$ cat src/rtl/mul_div_iter_pkg.sv
`default_nettype none
// ============================================================================
// Module      : mul_div_iter_pkg
// Description : Shared types and helpers for the iterative multiply/divide
//               unit: operation encoding, FSM state enum, default width.
// Revision    : 1.0 - initial release
// ============================================================================
package mul_div_iter_pkg;

    localparam int c_xlen_default = 32;

    typedef enum logic [2:0] {
        MDU_MUL    = 3'd0,
        MDU_MULH   = 3'd1,
        MDU_MULHSU = 3'd2,
        MDU_MULHU  = 3'd3,
        MDU_DIV    = 3'd4,
        MDU_DIVU   = 3'd5,
        MDU_REM    = 3'd6,
        MDU_REMU   = 3'd7
    } mdu_op_t;

    typedef enum logic [1:0] {
        ST_IDLE = 2'd0,
        ST_MUL  = 2'd1,
        ST_DIV  = 2'd2,
        ST_DONE = 2'd3
    } mdu_state_t;

    // Divide and remainder ops all live in the upper half of the encoding.
    function automatic logic is_div_op(input mdu_op_t op);
        return op[2];
    endfunction

    // rs1 is treated as signed by MUL, MULH, MULHSU, DIV and REM.
    function automatic logic op_src1_signed(input mdu_op_t op);
        return (op == MDU_MUL) || (op == MDU_MULH) || (op == MDU_MULHSU) ||
               (op == MDU_DIV) || (op == MDU_REM);
    endfunction

    // rs2 is treated as signed by MUL, MULH, DIV and REM.
    function automatic logic op_src2_signed(input mdu_op_t op);
        return (op == MDU_MUL) || (op == MDU_MULH) ||
               (op == MDU_DIV) || (op == MDU_REM);
    endfunction

    // DIV/DIVU return the quotient, REM/REMU the remainder.
    function automatic logic op_returns_quotient(input mdu_op_t op);
        return op[2] & ~op[1];
    endfunction

endpackage
`default_nettype wire

$ cat src/rtl/mdu_div_step.sv
`default_nettype none
// ============================================================================
// Module      : mdu_div_step
// Description : Combinational restoring-division step retiring DIV_BITS
//               quotient bits. The quotient register carries the not-yet-
//               consumed dividend bits in its MSBs and collects quotient
//               bits in its LSBs.
// Revision    : 1.0 - initial release
// ============================================================================
module mdu_div_step #(
    parameter int XLEN     = 32,
    parameter int DIV_BITS = 1
) (
    input  logic [XLEN-1:0] i_rem,
    input  logic [XLEN-1:0] i_quo,
    input  logic [XLEN-1:0] i_divisor,
    output logic [XLEN-1:0] o_rem,
    output logic [XLEN-1:0] o_quo
);

    logic [XLEN:0]   w_trial;
    logic [XLEN-1:0] w_rem;
    logic [XLEN-1:0] w_quo;

    // Shift in one dividend bit, trial-subtract, keep the difference if non-negative.
    always_comb begin
        w_trial = '0;
        w_rem   = i_rem;
        w_quo   = i_quo;
        for (int k = 0; k < DIV_BITS; k++) begin
            w_trial = {w_rem, w_quo[XLEN-1]};
            if (w_trial >= {1'b0, i_divisor}) begin
                w_trial = w_trial - {1'b0, i_divisor};
                w_quo   = {w_quo[XLEN-2:0], 1'b1};
            end else begin
                w_quo   = {w_quo[XLEN-2:0], 1'b0};
            end
            w_rem = w_trial[XLEN-1:0];
        end
        o_rem = w_rem;
        o_quo = w_quo;
    end

endmodule
`default_nettype wire

$ cat src/rtl/mul_div_iter.sv
`default_nettype none
// ============================================================================
// Module      : mul_div_iter
// Description : Iterative multiply/divide unit for the execute stage.
//               Shift-add multiply (MUL_BITS/cycle) and restoring divide
//               (DIV_BITS/cycle) on operand magnitudes with a final sign
//               fix-up, RV64 word mode, and single-cycle divide special
//               cases. Request is held by the execute stage until o_valid.
// Revision    : 1.0 - initial release
// ============================================================================
module mul_div_iter
    import mul_div_iter_pkg::*;
#(
    parameter int XLEN     = c_xlen_default,
    parameter int MUL_BITS = 1,
    parameter int DIV_BITS = 1
) (
    input  logic            i_clk,
    input  logic            i_rst_n,
    input  logic            i_flush,
    input  logic            i_stall,
    input  logic            i_e,
    input  mdu_op_t         i_op,
    input  logic            i_w32,
    input  logic [XLEN-1:0] i_src1,
    input  logic [XLEN-1:0] i_src2,
    output logic            o_valid,
    output logic [XLEN-1:0] o_dest
);

    localparam int         c_dw         = 2 * XLEN;
    localparam logic [6:0] c_mul_last_w = 7'(32 / MUL_BITS - 1);
    localparam logic [6:0] c_mul_last_x = 7'(XLEN / MUL_BITS - 1);
    localparam logic [6:0] c_div_last_w = 7'(32 / DIV_BITS - 1);
    localparam logic [6:0] c_div_last_x = 7'(XLEN / DIV_BITS - 1);

    // Extend a 32-bit value to XLEN, sign- or zero-filled.
    function automatic logic [XLEN-1:0] ext32(input logic [31:0] v, input logic s);
        logic [XLEN-1:0] r;
        r       = {XLEN{s & v[31]}};
        r[31:0] = v;
        return r;
    endfunction

    // ------------------------------------------------------------------
    // State
    // ------------------------------------------------------------------
    mdu_state_t      r_state;
    mdu_state_t      w_state_next;
    logic            w_accept;

    mdu_op_t         r_op;
    logic            r_w32;
    logic            r_neg;      // product sign, or quotient sign
    logic            r_rem_neg;  // remainder sign (follows dividend)
    logic [c_dw-1:0] r_acc;      // MUL: accumulator; DIV: {remainder, quotient}
    logic [c_dw-1:0] r_opa;      // MUL: multiplicand, shifted left each cycle
    logic [XLEN-1:0] r_opb;      // MUL: multiplier, shifted right; DIV: divisor
    logic [XLEN-1:0] r_dest;
    logic [6:0]      r_cnt;

    // ------------------------------------------------------------------
    // Request decode (only consumed in IDLE)
    // ------------------------------------------------------------------
    logic            w_w32;
    logic            w_a_signed;
    logic            w_b_signed;
    logic            w_div_req;
    logic [XLEN-1:0] w_a_ext;
    logic [XLEN-1:0] w_b_ext;
    logic            w_a_neg;
    logic            w_b_neg;
    logic [XLEN-1:0] w_a_mag;
    logic [XLEN-1:0] w_b_mag;
    logic [XLEN-1:0] w_min;
    logic [XLEN-1:0] w_dvd;
    logic            w_b_zero;
    logic            w_ovf;
    logic            w_special;
    logic [XLEN-1:0] w_special_res;
    logic [XLEN-1:0] w_div_init;
    logic [6:0]      w_cnt_init;

    // Operand extension, magnitudes and divide special-case detection.
    always_comb begin
        w_w32      = (XLEN == 64) ? i_w32 : 1'b0;
        w_a_signed = op_src1_signed(i_op);
        w_b_signed = op_src2_signed(i_op);
        w_div_req  = is_div_op(i_op);
        w_a_ext    = w_w32 ? ext32(i_src1[31:0], w_a_signed) : i_src1;
        w_b_ext    = w_w32 ? ext32(i_src2[31:0], w_b_signed) : i_src2;
        w_a_neg    = w_a_signed & w_a_ext[XLEN-1];
        w_b_neg    = w_b_signed & w_b_ext[XLEN-1];
        w_a_mag    = w_a_neg ? -w_a_ext : w_a_ext;
        w_b_mag    = w_b_neg ? -w_b_ext : w_b_ext;
        w_min      = w_w32 ? ext32(32'h8000_0000, 1'b1) : {1'b1, {(XLEN-1){1'b0}}};
        w_dvd      = w_w32 ? ext32(i_src1[31:0], 1'b1) : i_src1;
        w_b_zero   = (w_b_ext == '0);
        w_ovf      = w_a_signed & w_b_signed & (w_a_ext == w_min) & (&w_b_ext);
        w_special  = w_div_req & (w_b_zero | w_ovf);
        if (w_b_zero) begin
            w_special_res = op_returns_quotient(i_op) ? {XLEN{1'b1}} : w_dvd;
        end else begin
            w_special_res = op_returns_quotient(i_op) ? w_a_ext : '0;
        end
        // Word-mode dividend starts at the top so its MSB is consumed first.
        w_div_init = w_w32 ? (w_a_mag << (XLEN - 32)) : w_a_mag;
        if (w_div_req) begin
            w_cnt_init = w_w32 ? c_div_last_w : c_div_last_x;
        end else begin
            w_cnt_init = w_w32 ? c_mul_last_w : c_mul_last_x;
        end
    end

    // ------------------------------------------------------------------
    // Multiply step and final fix-up
    // ------------------------------------------------------------------
    logic [c_dw-1:0] w_pp;
    logic [c_dw-1:0] w_acc_sum;
    logic [c_dw-1:0] w_prod;
    logic            w_mul_hi;
    logic [XLEN-1:0] w_mul_res;

    // Partial product of MUL_BITS multiplier bits, negation and half select.
    always_comb begin
        w_pp = '0;
        for (int j = 0; j < MUL_BITS; j++) begin
            if (r_opb[j]) begin
                w_pp = w_pp + (r_opa << j);
            end
        end
        w_acc_sum = r_acc + w_pp;
        w_prod    = r_neg ? -w_acc_sum : w_acc_sum;
        w_mul_hi  = (r_op != MDU_MUL);
        if (r_w32) begin
            w_mul_res = ext32(w_mul_hi ? w_prod[63:32] : w_prod[31:0], 1'b1);
        end else begin
            w_mul_res = w_mul_hi ? w_prod[c_dw-1:XLEN] : w_prod[XLEN-1:0];
        end
    end

    // ------------------------------------------------------------------
    // Divide step and final fix-up
    // ------------------------------------------------------------------
    logic [XLEN-1:0] w_step_rem;
    logic [XLEN-1:0] w_step_quo;
    logic [XLEN-1:0] w_quo_fix;
    logic [XLEN-1:0] w_rem_fix;
    logic [XLEN-1:0] w_div_sel;
    logic [XLEN-1:0] w_div_res;

    mdu_div_step #(
        .XLEN     (XLEN),
        .DIV_BITS (DIV_BITS)
    ) u_div_step (
        .i_rem     (r_acc[c_dw-1:XLEN]),
        .i_quo     (r_acc[XLEN-1:0]),
        .i_divisor (r_opb),
        .o_rem     (w_step_rem),
        .o_quo     (w_step_quo)
    );

    // Sign correction of quotient/remainder and result select.
    always_comb begin
        w_quo_fix = r_neg     ? -w_step_quo : w_step_quo;
        w_rem_fix = r_rem_neg ? -w_step_rem : w_step_rem;
        w_div_sel = op_returns_quotient(r_op) ? w_quo_fix : w_rem_fix;
        w_div_res = r_w32 ? ext32(w_div_sel[31:0], 1'b1) : w_div_sel;
    end

    // ------------------------------------------------------------------
    // FSM
    // ------------------------------------------------------------------
    // State register.
    always_ff @(posedge i_clk or negedge i_rst_n) begin
        if (!i_rst_n) begin
            r_state <= ST_IDLE;
        end else begin
            r_state <= w_state_next;
        end
    end

    // Next state, request accept and result handshake; flush overrides all.
    always_comb begin
        w_state_next = r_state;
        w_accept     = 1'b0;
        o_valid      = 1'b0;
        case (r_state)
            ST_IDLE: begin
                if (i_e && !i_stall) begin
                    w_accept = 1'b1;
                    if (w_special) begin
                        w_state_next = ST_DONE;
                    end else if (w_div_req) begin
                        w_state_next = ST_DIV;
                    end else begin
                        w_state_next = ST_MUL;
                    end
                end
            end
            ST_MUL, ST_DIV: begin
                if (!i_stall && (r_cnt == '0)) begin
                    w_state_next = ST_DONE;
                end
            end
            ST_DONE: begin
                o_valid = 1'b1;
                if (!i_stall) begin
                    w_state_next = ST_IDLE;
                end
            end
            default: begin
                w_state_next = ST_IDLE;
            end
        endcase
        if (i_flush) begin
            w_state_next = ST_IDLE;
            w_accept     = 1'b0;
            o_valid      = 1'b0;
        end
    end

    // ------------------------------------------------------------------
    // Datapath registers
    // ------------------------------------------------------------------
    // Latch operands on accept, iterate when not stalled, capture the result.
    always_ff @(posedge i_clk or negedge i_rst_n) begin
        if (!i_rst_n) begin
            r_op      <= MDU_MUL;
            r_w32     <= 1'b0;
            r_neg     <= 1'b0;
            r_rem_neg <= 1'b0;
            r_acc     <= '0;
            r_opa     <= '0;
            r_opb     <= '0;
            r_dest    <= '0;
            r_cnt     <= '0;
        end else if (!i_flush) begin
            if (w_accept) begin
                r_op      <= i_op;
                r_w32     <= w_w32;
                r_neg     <= w_a_neg ^ w_b_neg;
                r_rem_neg <= w_a_neg;
                r_opa     <= {{XLEN{1'b0}}, w_a_mag};
                r_opb     <= w_b_mag;
                r_acc     <= w_div_req ? {{XLEN{1'b0}}, w_div_init} : '0;
                r_cnt     <= w_cnt_init;
                if (w_special) begin
                    r_dest <= w_special_res;
                end
            end else if ((r_state == ST_MUL) && !i_stall) begin
                r_acc <= w_acc_sum;
                r_opa <= r_opa << MUL_BITS;
                r_opb <= r_opb >> MUL_BITS;
                if (r_cnt == '0) begin
                    r_dest <= w_mul_res;
                end else begin
                    r_cnt <= r_cnt - 7'd1;
                end
            end else if ((r_state == ST_DIV) && !i_stall) begin
                r_acc <= {w_step_rem, w_step_quo};
                if (r_cnt == '0) begin
                    r_dest <= w_div_res;
                end else begin
                    r_cnt <= r_cnt - 7'd1;
                end
            end
        end
    end

    assign o_dest = r_dest;

endmodule
`default_nettype wire

$ cat config.mk
export PLATFORM = sky130hd
export DESIGN_NAME = mul_div_iter
export DESIGN_NICKNAME = d
export VERILOG_FILES = /design/src/rtl/mul_div_iter_pkg.sv /design/src/rtl/mdu_div_step.sv /design/src/rtl/mul_div_iter.sv
export SDC_FILE = /design/constraint.sdc
export NUM_CORES = 1
export LEC_CHECK = 0
export BUFFER_PORTS_ARGS = -buffer_cell sky130_fd_sc_hd__buf_2
export CORE_MARGIN = 2
export CORE_UTILIZATION = 28
export DETAILED_ROUTE_END_ITERATION = 12
export PLACE_DENSITY = 0.49
export SLEW_MARGIN = 20
export SYNTH_ARGS = -nofsm -noshare
export SYNTH_HDL_FRONTEND = slang
export SYNTH_SLANG_ARGS = --single-unit
$ cat constraint.sdc
create_clock -name i_clk -period 5.25 [get_ports i_clk]
set_input_delay 0.525 -clock i_clk [delete_from_list [all_inputs] [get_ports i_clk]]
set_output_delay 0.525 -clock i_clk [all_outputs]
set_load 0.01 [all_outputs]
==> run metrics <==
outcome complete, no violations; final cell count without fillers 4613; CTS tree built; Clock Skews 0.0287 ns; die area 85400 sq um; worst vdd ir 0.000413 V; area grow syn2layout 22.2%; overall via count from detail_route 26600; WL per Instance 24.9 um; CP max stage cell o31ai_1; first-pass GRT wire length 168000 um; final hold vios 0; Port Buffers 104; fin worst setup slack 0.0288 ns; max-slew violations 0; Crit. End Element flip-flop; Synth Instances 3223; Die H 292 um; critical register-to-register path endpoint o_dest[26]; post-synth top area share 22.2%; Syn. warnings 0; CTS sink count 206; FF-to-FF path depth 19; syn_nets 3405; drt drc 0; Pleak 11.9 nW; DR vias/cell 5.78; All-Layer GR Usage 26.1%; n_diodes 0; Crit Path Category reg2reg; Critical Path RT 5.79 ns; dpl cells 4556; DRT antenna net count 0; top sig layer met5; post-DP HPWL 92000 um; post-synthesis sequential area ratio 22.2%; core area 82100 sq um; gr ovfl total 0; hold path endpoint r_op[0]; worst hold stages 3; Hold WC Path Type in2reg; overall power 20.1 mW; row count 105; Inserted Clock Buffers 29; Die W 292 um; r2r startpoint r_opb[0]; Clock Tree Root clkbuf_16; Critical Path Fanout Max 26; Worst setup SP type flip-flop; Final Wtd Congestion 0.997; Worst-Skew Late Latency 0.62 ns; starting density of the core 28.3%; critical path, cell by cell buf_12, and2_1, ha_1, buf_4, a21oi_1, o221ai_1, nor2_1, a211oi_1, buf_4, o31ai_1, and3_1, o32ai_1, buf_4, nand4b_1, o311a_1, a311oi_2, buf_4, o22ai_1, a21oi_1; Post-synth top flop dfrtp_1; largest incremental delay on the critical path 0.51 ns; min-delay src i_op[0]; syn_area_per_cell 7.22 sq um; FF-to-FF setup slack 0.03 ns; initial antenna violation count 5; routed wire length 115000 um; Yosys cell types 95; most used cell, CP buf_4; DR iter-0 viols 2704; io pins 106; Worst EP arrival 5.76 ns; Max Clk Rate 0.192 GHz; register bit total from synthesis 206; Final #Nets 3702; post-route cell area 28400 sq um; RSZ-0062 raised after global routing yes; worst-margin pin slew 1.19 ns; min Tclk post-route 5.22 ns; metal3 WL 7840 um; area leader, netlist dfrtp_1; pre-CTS setup slack 0.0694 ns; WL met1 51500 um; drt pass-1 iters 8; metal2 WL 50600 um; async set-reset flop share out of synthesis 100%; clock slew at reported path FFs 0.06 ns; Placed Area 27200 sq um; Clock Path Buffers 3; mapped cell area 23300 sq um; vias in the first global route 24800; pwr dens 705 nW/um^2; # setup viols final 0; Clock H-tree levels 1; share of post-route cells with drive strength above 1 17.4%; MaxCap Viol Count 0; crit share post-route 99.5%; Area contributors post-synth dfrtp_1 22%, a21oi_1 7.3%, nand2_1 6.2%; Post-synth EDFFs 0; largest net degree at the start of global routing 77; Slew headroom 20.3%
per-stage QoR:
| step | TNS [ns] | utilization [%] | hold WS, ns |
|---|---|---|---|
| 2_1_floorplan | 0 | - | 0.229 |
| 3_3_place_gp | -0.0955 | 33.1 | 0.461 |
| 3_5_place_dp | 0 | 33.1 | 0.471 |
| 4_1_cts | 0 | 34.4 | 0.131 |
| 5_1_grt | -0.0316 | 34.6 | 0.173 |
| 6_report | 0 | 34.6 | 0.146 |
synth_stat cells (all sizes together), types with 13 or more instances:
master,instances
xor2,75
a32o,13
ha,107
nor2,312
xnor2,119
and3,24
a2111oi,15
o21bai,18
o21ai,276
or2,19
o311ai,14
buf,26
a221oi,19
o221ai,26
o31ai,47
o21a,42
a21o,46
nor4,37
nand2b,22
clkbuf,173
nand4,61
a21oi,342
o211ai,31
nand3,50
mux2i,50
nor2b,15
nor3,76
a22o,45
a211oi,55
and2,92
dfrtp,206
inv,95
or4,22
or3,49
nand2,384
a31oi,30
worst max-delay path, delay by kind of cell, from the launching register on:
family | cells | cell delay [ns]
and+or+nand+nor | 4 | 1.21
DFF | 1 | 0.44
adders and majority gates | 1 | 0.31
AOI/OAI and AO/OA | 9 | 2.31
buffers and inverters | 5 | 0.84
placed cells by master, fill, tap and decap left out, types with 18 or more instances in the layout:
cell type | Yosys | routed
clkbuf_16 | 0 | 29
nand2_1 | 384 | 383
a211oi_1 | 53 | 50
nand2b_1 | 22 | 20
buf_2 | 8 | 103
xor2_1 | 75 | 75
nand3_1 | 50 | 49
o21ai_0 | 264 | 258
nor4_1 | 37 | 35
o31ai_1 | 46 | 43
a21oi_1 | 340 | 329
buf_4 | 0 | 355
or3_1 | 48 | 47
mux2i_1 | 50 | 50
o221ai_1 | 26 | 26
xnor2_1 | 119 | 118
a21o_1 | 46 | 45
dfrtp_1 | 206 | 204
o21a_1 | 42 | 42
nand4_1 | 61 | 61
and2_1 | 90 | 90
a22o_1 | 45 | 45
nor2_1 | 312 | 305
o21bai_1 | 18 | 18
a31oi_1 | 30 | 30
o211ai_1 | 30 | 30
ha_1 | 107 | 104
nor3_1 | 76 | 74
or4_1 | 19 | 19
and3_1 | 24 | 24
inv_1 | 94 | 94
registers in the layout, indices dropped and copies added (netlist names):
register,cells
o_dest,32
r_acc,64
r_cnt,7
r_neg,1
r_op,3
r_opa,64
r_opb,32
r_rem_neg,1
r_state,2
routing by layer:
layer  vias to the layer above  global-route usage, %
met5                         -                      0
met1                     12900                   36.4
met2                      1022                   41.0
met4                         2                   9.50
met3                       173                   3.49
li1                      12500                      -
cell type report:
cell class | instances | area, sq um
timing repair buffer | 465 | 3310
inverter | 95 | 357
fill | 8905 | 53700
clock buffer | 39 | 813
multi-input combinational | 2723 | 17200
sequential | 206 | 5160
tap | 1070 | 1340
clock inverter | 15 | 234
cell families after synthesis:
group	after synthesis	synth area share [%]
multiplexers	56	2.44
AND/OR/NAND/NOR	1212	25.2
XOR/XNOR	194	7.30
buffers and inverters	294	4.82
AO/OA/AOI/OAI	1152	32.2
adder cells (fa/ha/maj)	109	5.93
flip-flops	206	22.2
report_power, final:
part | leakage [nW] | switching (mW) | internal [mW]
Combinational | 8.71 | 9.58 | 5.57
Clock | 0.512 | 0.863 | 1.37
Sequential | 2.66 | 0.596 | 2.08
Total | 11.9 | 11.0 | 9.02
repair_timing:
action / in CTS / in global routing
endpoints found under the hold margin: 71 / 0
cloned: 0 / 0
buffers inserted: 0 / 2
endpoints found under the setup margin: 1 / 20
gates resized for setup: 1 / 47
hold buffers: 1 / 0
pin swaps: 0 / 6
worst max path at each step:
stage          startpoint    endpoint  slack [ns]
6_report         r_opb[0]  o_dest[26]        0.03
5_1_grt          r_opb[0]  o_dest[18]       -0.02
4_1_cts          r_opb[0]  o_dest[13]       0.004
3_5_place_dp     r_opb[0]  o_dest[13]        0.07
3_3_place_gp     r_opb[0]  o_dest[13]        -0.1
2_1_floorplan   r_acc[34]  o_dest[28]        0.06
(Power assumes the default switching activity.)
